<file path="src/rtl/seq_shifter.sv">
// Iterative 16-bit shift engine (SRL / SLL / ROL), one position per cycle.
// Define SEQ_SHIFTER_NIBBLE_EN to take 4-position steps while cnt >= 4.
module seq_shifter #(
  parameter int WIDTH = 16,
  parameter int CNT_W = 4
) (
  input  logic             clk,
  input  logic             rst_n,
  input  logic             start,
  input  logic [WIDTH-1:0] data_in,
  input  logic [CNT_W-1:0] shamt,
  input  logic [1:0]       mode,
  output logic             busy,
  output logic             done,
  output logic [WIDTH-1:0] data_out,
  output logic             zero,
  output logic [1:0]       state_dbg
);

  localparam logic [1:0] ST_IDLE  = 2'd0;
  localparam logic [1:0] ST_SHIFT = 2'd1;
  localparam logic [1:0] ST_DONE  = 2'd2;

  localparam logic [1:0] OP_SRL = 2'b00;
  localparam logic [1:0] OP_SLL = 2'b01;

  logic [1:0]       state;
  logic [WIDTH-1:0] work_reg;
  logic [CNT_W-1:0] cnt;
  logic [1:0]       op;

  logic             use_nib;
  logic [CNT_W-1:0] step_amt;
  logic [CNT_W-1:0] cnt_next;
  logic [WIDTH-1:0] work_next;
  logic             accept;

  // Handshake: start is honoured whenever the engine is not shifting (IDLE or
  // DONE); done is a one-cycle pulse qualifying data_out/zero; busy marks SHIFT.
  assign accept    = start && (state != ST_SHIFT);
  assign busy      = (state == ST_SHIFT);
  assign done      = (state == ST_DONE);
  assign state_dbg = state;

  always_comb begin
    use_nib = 1'b0;
`ifdef SEQ_SHIFTER_NIBBLE_EN
    use_nib = (cnt >= CNT_W'(4));
`endif
    step_amt = use_nib ? CNT_W'(4) : CNT_W'(1);
    cnt_next = cnt - step_amt;
    case (op)
      OP_SRL:  work_next = use_nib ? {4'b0, work_reg[WIDTH-1:4]}
                                   : {1'b0, work_reg[WIDTH-1:1]};
      OP_SLL:  work_next = use_nib ? {work_reg[WIDTH-5:0], 4'b0}
                                   : {work_reg[WIDTH-2:0], 1'b0};
      default: work_next = use_nib ? {work_reg[WIDTH-5:0], work_reg[WIDTH-1:WIDTH-4]}
                                   : {work_reg[WIDTH-2:0], work_reg[WIDTH-1]};
    endcase
  end

  always_ff @(posedge clk or negedge rst_n) begin
    if (!rst_n) begin
      state    <= ST_IDLE;
      work_reg <= '0;
      cnt      <= '0;
      op       <= OP_SRL;
      data_out <= '0;
      zero     <= 1'b0;
    end else if (accept) begin
      work_reg <= data_in;
      cnt      <= shamt;
      op       <= mode;
      if (shamt == '0) begin
        // Zero-length shift bypasses SHIFT and publishes the operand directly.
        state    <= ST_DONE;
        data_out <= data_in;
        zero     <= (data_in == '0);
      end else begin
        state <= ST_SHIFT;
      end
    end else begin
      case (state)
        ST_SHIFT: begin
          work_reg <= work_next;
          cnt      <= cnt_next;
          if (cnt_next == '0) begin
            state    <= ST_DONE;
            data_out <= work_next;
            zero     <= (work_next == '0);
          end
        end
        ST_DONE: state <= ST_IDLE;
        default: state <= ST_IDLE;
      endcase
    end
  end

endmodule

</file>
<file path="config.mk">
export PLATFORM = sky130hd
export DESIGN_NAME = seq_shifter
export DESIGN_NICKNAME = d
export VERILOG_FILES = /design/src/rtl/seq_shifter.sv
export SDC_FILE = /design/constraint.sdc
export NUM_CORES = 1
export LEC_CHECK = 0
export CORE_ASPECT_RATIO = 1.75
export CORE_MARGIN = 2
export CORE_UTILIZATION = 50
export DETAILED_ROUTE_END_ITERATION = 6
export PLACE_DENSITY = 0.87
export SETUP_SLACK_MARGIN = 0.2
export SLEW_MARGIN = 30
export SYNTH_ARGS = -nofsm -noshare
export SYNTH_HDL_FRONTEND = slang
export SYNTH_SLANG_ARGS = --single-unit
</file>
<file path="constraint.sdc">
create_clock -name clk -period 3.24 [get_ports clk]
set_input_delay 0.648 -clock clk [delete_from_list [all_inputs] [get_ports clk]]
set_output_delay 0.648 -clock clk [all_outputs]
set_load 0.1 [all_outputs]
</file>
# Word-level counts from Yosys, hierarchy flattened
# Index checks and enable logic that the tools add are counted.
# op_classes
n_addsub	1
muxes	17
eq_ne	6
n_reduce_logical	9
# ops
cell	count
$mux W16	6
$logic_not A16 Y1	2
$pmux W16 S2	1
$logic_not A4 Y1	2
$mux W2	4
$mux W4	2
$eq A2 B1 Y1 const B	2
$mux W1	4
$ne A2 B1 Y1 const B	2
$reduce_bool A2 Y1	2
$sub A4 B1 Y4 const B	1
$ne A3 B1 Y1 const B	1
$reduce_and A3 Y1	1
$eq A2 B2 Y1 const B	1
$logic_not A2 Y1	1
$logic_and A1 B1 Y1	1
# totals
wordCells	39
output_inout_bits	21
reg_bits	41

# Depth between registers and ports, before layout
# Gate-level depths: netlist (run 1).
# depth
ltp_word	6
ltp_mapped	7

# Least setup slack after synthesis (run 1)
# No wires, ideal clock.
# synth_timing
path_kind	register to register
start	register state[1], in the netlist state_dbg[1]
end	register work_reg[0]
arrival_time_ns	3.103
stages_incl_launch_ff	7
synth_period_minus_slack_ns	3.228
n_path_buf	2
setup_slack_ns	0.012
setup_ns	0.125
required_ns	3.115
path_cell_list	dfrtp_1 -> nand2b_1 -> buf_2 -> clkinv_1 -> nor2_2 -> buf_4 -> mux2_2
# synth_lines
element	line_no	text
start: declaration	27	logic [1:0] state;
start signal: assignment	64	state <= ST_IDLE;
start signal: assignment	76	state <= ST_DONE;
start signal: assignment	80	state <= ST_SHIFT;
$eq A2 B1 Y1	n/a	
via busy	13	output logic busy,
$reduce_bool A2 Y1 (no line)	n/a	
end signal: assignment	71	work_reg <= data_in;
end signal: assignment	85	work_reg <= work_next;
end: declaration	28	logic [WIDTH-1:0] work_reg;
# The timed path passes the listed nets, and every way through them passes these cells.
# A chain may end at the register's enable or synchronous reset.

# Worst setup path in the final report (run 1)
# layout_timing
start	register state[1], in the netlist state_dbg[1]
end	output busy
# layout_between
elab_chain_cells	1
# layout_rtl
element	line_no	text
$eq A2 B1 Y1	41	assign busy = (state == ST_SHIFT);
end: declaration	13	
# No other way between the ends.

==> metrics, run 1 <==
status=finished clean; top cell type's share of synthesized area=0.460; sequential cell area fraction in the yosys report=0.460; Resized Gates After CTS=0; clock-pin slew on the worst setup and hold paths=around 0.080 ns; Clock Latency Late Sink=0.29 ns; Pins Over Slew Limit=0; core area=~4400 µm²; Die Width=54.5 µm; GRT Total Usage=0.228; ant diodes=0; Pre-antenna DRT Iters=4; clock buffer depth=2; CTS root buf=clkbuf_8; pin count of the biggest net entering global routing=42; die footprint=5030 µm²; initial core utilization=0.511; Synth warnings=0; Die Y=92.4 µm; Vias/cell=5.96; total CTS buffers=5; pre-CTS WS=0.602 ns; Synth Register Bits=41; Netlist cell types=40; RR Startpoint=state_dbg[1]$_DFFE_PN0P_; CTS sink count=41; Top FF cell, synth=dfrtp_1; Setup violations, final=0; Rel. slew slack=0.545; CP Cell Sequence=nand2b_1 > clkinv_2 > buf_4; fin crit share=0.742; Cells after Synth=203; Synth area leader=dfrtp_1; layout cell share with drive strength beyond 1=0.287; Iter 0 DRT Violations=54; area grow syn2layout=22.7%; worst-path fanout max=16; Core Util, Final=0.627; top cells by area, synth=dfrtp_1 (46%), mux2_2 (11%), mux2i_1 (6.3%); DRC violation count after routing=0; Critical Path Start=state_dbg[1]$_DFFE_PN0P_; H-tree depth=2; antenna-violating nets left=0; final period demand of the worst path=between 2 and 2.5 ns; worst r2r dst=work_reg[6]$_DFFE_PN0P_; Critical Setup Path Class=flip-flop to output pin; register-to-register setup slack=0.96 ns; Worst Hold Class=input pin to asynchronous set/reset pin; floorplan row count=32; Post-synth EDFFs=0; first-pass GRT wire length=8350 µm; Critical-path top delay cell=nand2b_1; Routed WL=between 5000 and 6000 µm; vias post-DR=~1800; gpl congestion=0.821; asr flop ratio synth=1.00; fillcell total=371; Area after DPL=2640 µm²; Crit path largest cell delay=between 0.5 and 0.6 ns; Synth top cells by count=dfrtp_1 (41), mux2_2 (22), o21ai_0 (20); Max Cap Violations=0; Total Nets Final=274; hold buffers post-CTS=0; Syn Area/Cell=11.0 µm²; Port Buffers=45; initial antenna violation count=0; CP Capture Type=output pin; TritonCTS clock tree=yes; post-detail-place hpwl=approximately 3600 µm; Max Fclk=416 MHz; CP arrival=1.76 ns; Final Cell Area=2740 µm²; setup TNS=0 ns; required time worst endpoint=2.59 ns; Post-Syn Nets=230; Syn Std Cell Area=2230 µm²; fin worst setup slack=roughly 0.83 ns; Ports=46; RSZ-0062 raised after global routing=false; Fin. Hold Viols=0; GR Overflow Total=0; critical path launch point type=flip-flop; Reg2Reg Depth=4; number of setup buffers added after CTS=0; most common cell in the netlist=dfrtp_1; vias in the first global route=1761; setup skew after layout=0.00665 ns; CP endpoint=busy; drt wl/cell=around 17 µm; slew of the pin with the lowest slew margin=0.682 ns
[kinds of logic (layout without fill, tap and decap cells)]
group,count (synthesis),in the layout,share of synthesized area
mux,45,45,0.233
buf+inv,16,60,0.0404
fa+ha+maj,2,2,0.0112
compound gates,36,36,0.109
flops,41,41,0.460
simple gates,63,63,0.147
[critical path, delay by kind of cell, from the launching register on]
family / cells / cell delay, ns
AND/OR/NAND/NOR: 1 / 0.52
buffers and inverters: 2 / 0.57
flip-flops: 1 / 0.36
[worst min-delay path by stage]
stage / start / end
after floorplan: rst_n / cnt[0]$_DFFE_PN0P_
after global placement: data_out[9]$_DFFE_PN0P_ / data_out[9]$_DFFE_PN0P_
after detailed placement: data_out[6]$_DFFE_PN0P_ / data_out[6]$_DFFE_PN0P_
after CTS: rst_n / work_reg[6]$_DFFE_PN0P_
after global routing: rst_n / work_reg[4]$_DFFE_PN0P_
final: rst_n / data_out[4]$_DFFE_PN0P_
[stage by stage]
| step | hold slack (ns) | cells |
|---|---|---|
| after global placement | 0.500 | 291 |
| after CTS | 0.510 | 298 |
| final | 0.324 | 298 |
| after floorplan | 0.352 | 203 |
| after detailed placement | 0.501 | 291 |
| after global routing | 0.360 | 298 |
[final cells by class]
cell class | count | area [µm²] | share of cell area
Timing Repair Buffer | 49 | 425 | 0.155
Multi-Input combinational cell | 146 | 1110 | 0.407
Tap cell | 51 | 63.8 | 0.0233
Sequential cell | 41 | 1030 | 0.375
Clock buffer | 6 | 82.6 | 0.0302
Inverter | 4 | 16.3 | 0.00594
Clock inverter | 1 | 7.51 | 0.00274
[routing by layer]
layer / track usage / routed length (µm) / up-vias / part of all wire
met1: 0.274 / 1970 / 889 / 0.39
met5: 0 / 0 / - / 0
met3: 0.0403 / 192 / 10 / 0.038
met4: 0.110 / 120 / 0 / 0.024
li1: - / - / 828 / -
met2: 0.377 / 2760 / 48 / 0.55
[cell usage in the layout (no fill, tap or decap), types with 3 or more instances in the layout]
cell             count
a21oi_1              4
buf_4               26
clkbuf_8             6
clkdlybuf4s50_1     23
dfrtp_1             41
inv_1                3
mux2_2              22
mux2_4               8
mux2i_1             14
nand2_1             14
nand3_1             16
nor2_1               9
nor2b_1              3
nor3_1               4
nor4_1               5
o21ai_0             20
or4_1                3
Power of run 1 is left out: the tool's default activity adds up to more than one toggle a clock period on the data nets, which glitch-free logic cannot reach.
==> inputs of run 2 (changes only) <==
Settings changed: CORE_UTILIZATION 50 to 46, PLACE_DENSITY 0.87 to 0.85.
Clock period 3.24 ns to 2.2 ns, I/O delays scaled along.
==> metrics, run 2 (synthesis gave the netlist of run 1 again) <==
pre-CTS WS=-0.0868 ns (-0.689 ns); critical path launch point type=input pin; setup skew after layout=0.00614 ns (-0.000518 ns); most common cell after layout, fill and taps aside=dfrtp_1; hold buffers post-CTS=0 (unchanged); Total Nets Final=282 (+2.9%); floorplan row count=33 (+3.1%); Die Width=56.6 µm (+3.9%); CP arrival=2.16 ns (+0.40 ns); setup TNS=0 ns (unchanged); gpl congestion=0.832 (+1.3%); Ports=46 (unchanged); vias post-DR=1783 (+0.45%); worst r2r dst=data_out[6]$_DFFE_PN0P_; worst-path fanout max=10 (-6); final cell count without fillers=308 (+3.4%); multi-input logic area=1140 µm² (+2.1%); fin crit share=0.898; final hold slack=0.227 ns (-0.0974 ns); area grow syn2layout=29.3%; GRT Total Usage=0.199 (-0.0291); Vias/cell=5.79 (-2.8%); Worst Hold Class=input pin to asynchronous set/reset pin; Max Cap Violations=0 (unchanged); GR Overflow Total=0 (unchanged); Die Y=96.1 µm (+4.1%); Pins Over Slew Limit=0 (unchanged); RR Startpoint=cnt[0]$_DFFE_PN0P_; TritonCTS clock tree=yes; Resized Gates After CTS=0 (unchanged); layout cell share with drive strength beyond 1=0.336 (+0.0485); Port Buffers=45 (unchanged); fin worst setup slack=0.225 ns (-0.610 ns); pin count of the biggest net entering global routing=37 (-12%); number of setup buffers added after CTS=0 (unchanged); Clock Latency Late Sink=0.30 ns (about the same); Iter 0 DRT Violations=64 (+19%); Pre-antenna DRT Iters=6 (+2); CP Capture Type=flip-flop; clock buffer depth=2 (unchanged); initial antenna violation count=0 (unchanged); Fin. Hold Viols=0 (unchanged); Setup violations, final=0 (unchanged); clock-pin slew on the worst setup and hold paths=0.08 ns (about the same); total CTS buffers=5 (unchanged); register-to-register setup slack=0.32 ns (-0.64 ns); DRC violation count after routing=0 (unchanged); first-pass GRT wire length=8230 µm (-1.4%); post-detail-place hpwl=3780 µm (+5.3%); drt wl/cell=16.8 µm (-0.77%); die footprint=5450 µm² (+8.2%); Reg2Reg Depth=7 (+3); status=finished clean; initial core utilization=0.478 (-0.0330); required time worst endpoint=2.38 ns (-0.21 ns); RSZ-0062 raised after global routing=true; fillcell total=382 (+3.0%); vias in the first global route=1738 (-1.3%); Max Fclk=between 500 and 600 MHz; final period demand of the worst path=1.98 ns; H-tree depth=2 (unchanged); antenna-violating nets left=0 (unchanged); register area=1030 µm² (+0.61%); Rel. slew slack=0.458 (-0.0874); Critical Setup Path Class=input pin to flip-flop; CTS root buf=clkbuf_8; Cell Count Post-Placement=300 (+3.1%); most frequent cells in the layout=dfrtp_1 (38), buf_4 (29), clkdlybuf4s50_1 (23); slew of the pin with the lowest slew margin=0.813 ns (+0.131 ns); Routed WL=5170 µm (+2.6%); core area=4670 µm² (+6.9%); ant diodes=0 (unchanged); CTS sink count=41 (unchanged)
[run 2: cell types whose count changed in the layout (fill, tap and decap cells not counted), moves of 2 or more]
cell,previous run,this run
dfrtp_2,0,2
buf_12,0,4
dfrtp_1,41,38
buf_4,26,29
[run 2: routing by layer]
metal	share of wire	GRT usage
met1	0.39	0.221
met2	0.55	0.361
met3	0.048	0.0390
met4	0.015	0.0893
met5	0	0
[run 2: worst max-delay path: stages]
cell             delay, ns
clkdlybuf4s50_1       0.43
or4_4                 0.57
o22ai_4               0.23
buf_12                0.18
mux2_4                0.30
[run 2: through the flow]
step	util	cell area (µm²)
after detailed placement	0.599	2790
final	0.618	2880
after floorplan	-	2280
after global placement	0.599	2790
after global routing	0.618	2880
after CTS	0.618	2880
[run 2: area by class of cell]
cell class,count,area share
Clock buffer,6,0.0252
Timing Repair Buffer,57,0.185
Inverter,4,0.00954
Sequential cell,41,0.358
Clock inverter,2,0.00521
Tap cell,52,0.0226
Multi-Input combinational cell,146,0.395
[run 2: worst max-delay path by stage]
| stage | depth (start not counted) | startpoint | to | slack [ns] |
|---|---|---|---|---|
| after floorplan | 7 | state_dbg[1]$_DFFE_PN0P_ | data_out[0]$_DFFE_PN0P_ | 0.20 |
| after global placement | 5 | shamt[3] | data_out[8]$_DFFE_PN0P_ | -0.06 |
| after detailed placement | 5 | shamt[3] | data_out[11]$_DFFE_PN0P_ | -0.09 |
| after CTS | 5 | shamt[3] | data_out[7]$_DFFE_PN0P_ | 0.22 |
| after global routing | 5 | shamt[3] | data_out[6]$_DFFE_PN0P_ | 0.20 |
| final | 5 | shamt[3] | data_out[6]$_DFFE_PN0P_ | 0.22 |
Power of run 2 is left out for the same reason.
==> inputs of run 3 (changes only) <==
Settings changed: SLEW_MARGIN 30 to 15.
==> results of run 3 <==
The final DEF is identical to that of run 2; final timing and power are the same.
Power of run 3 is left out for the same reason.
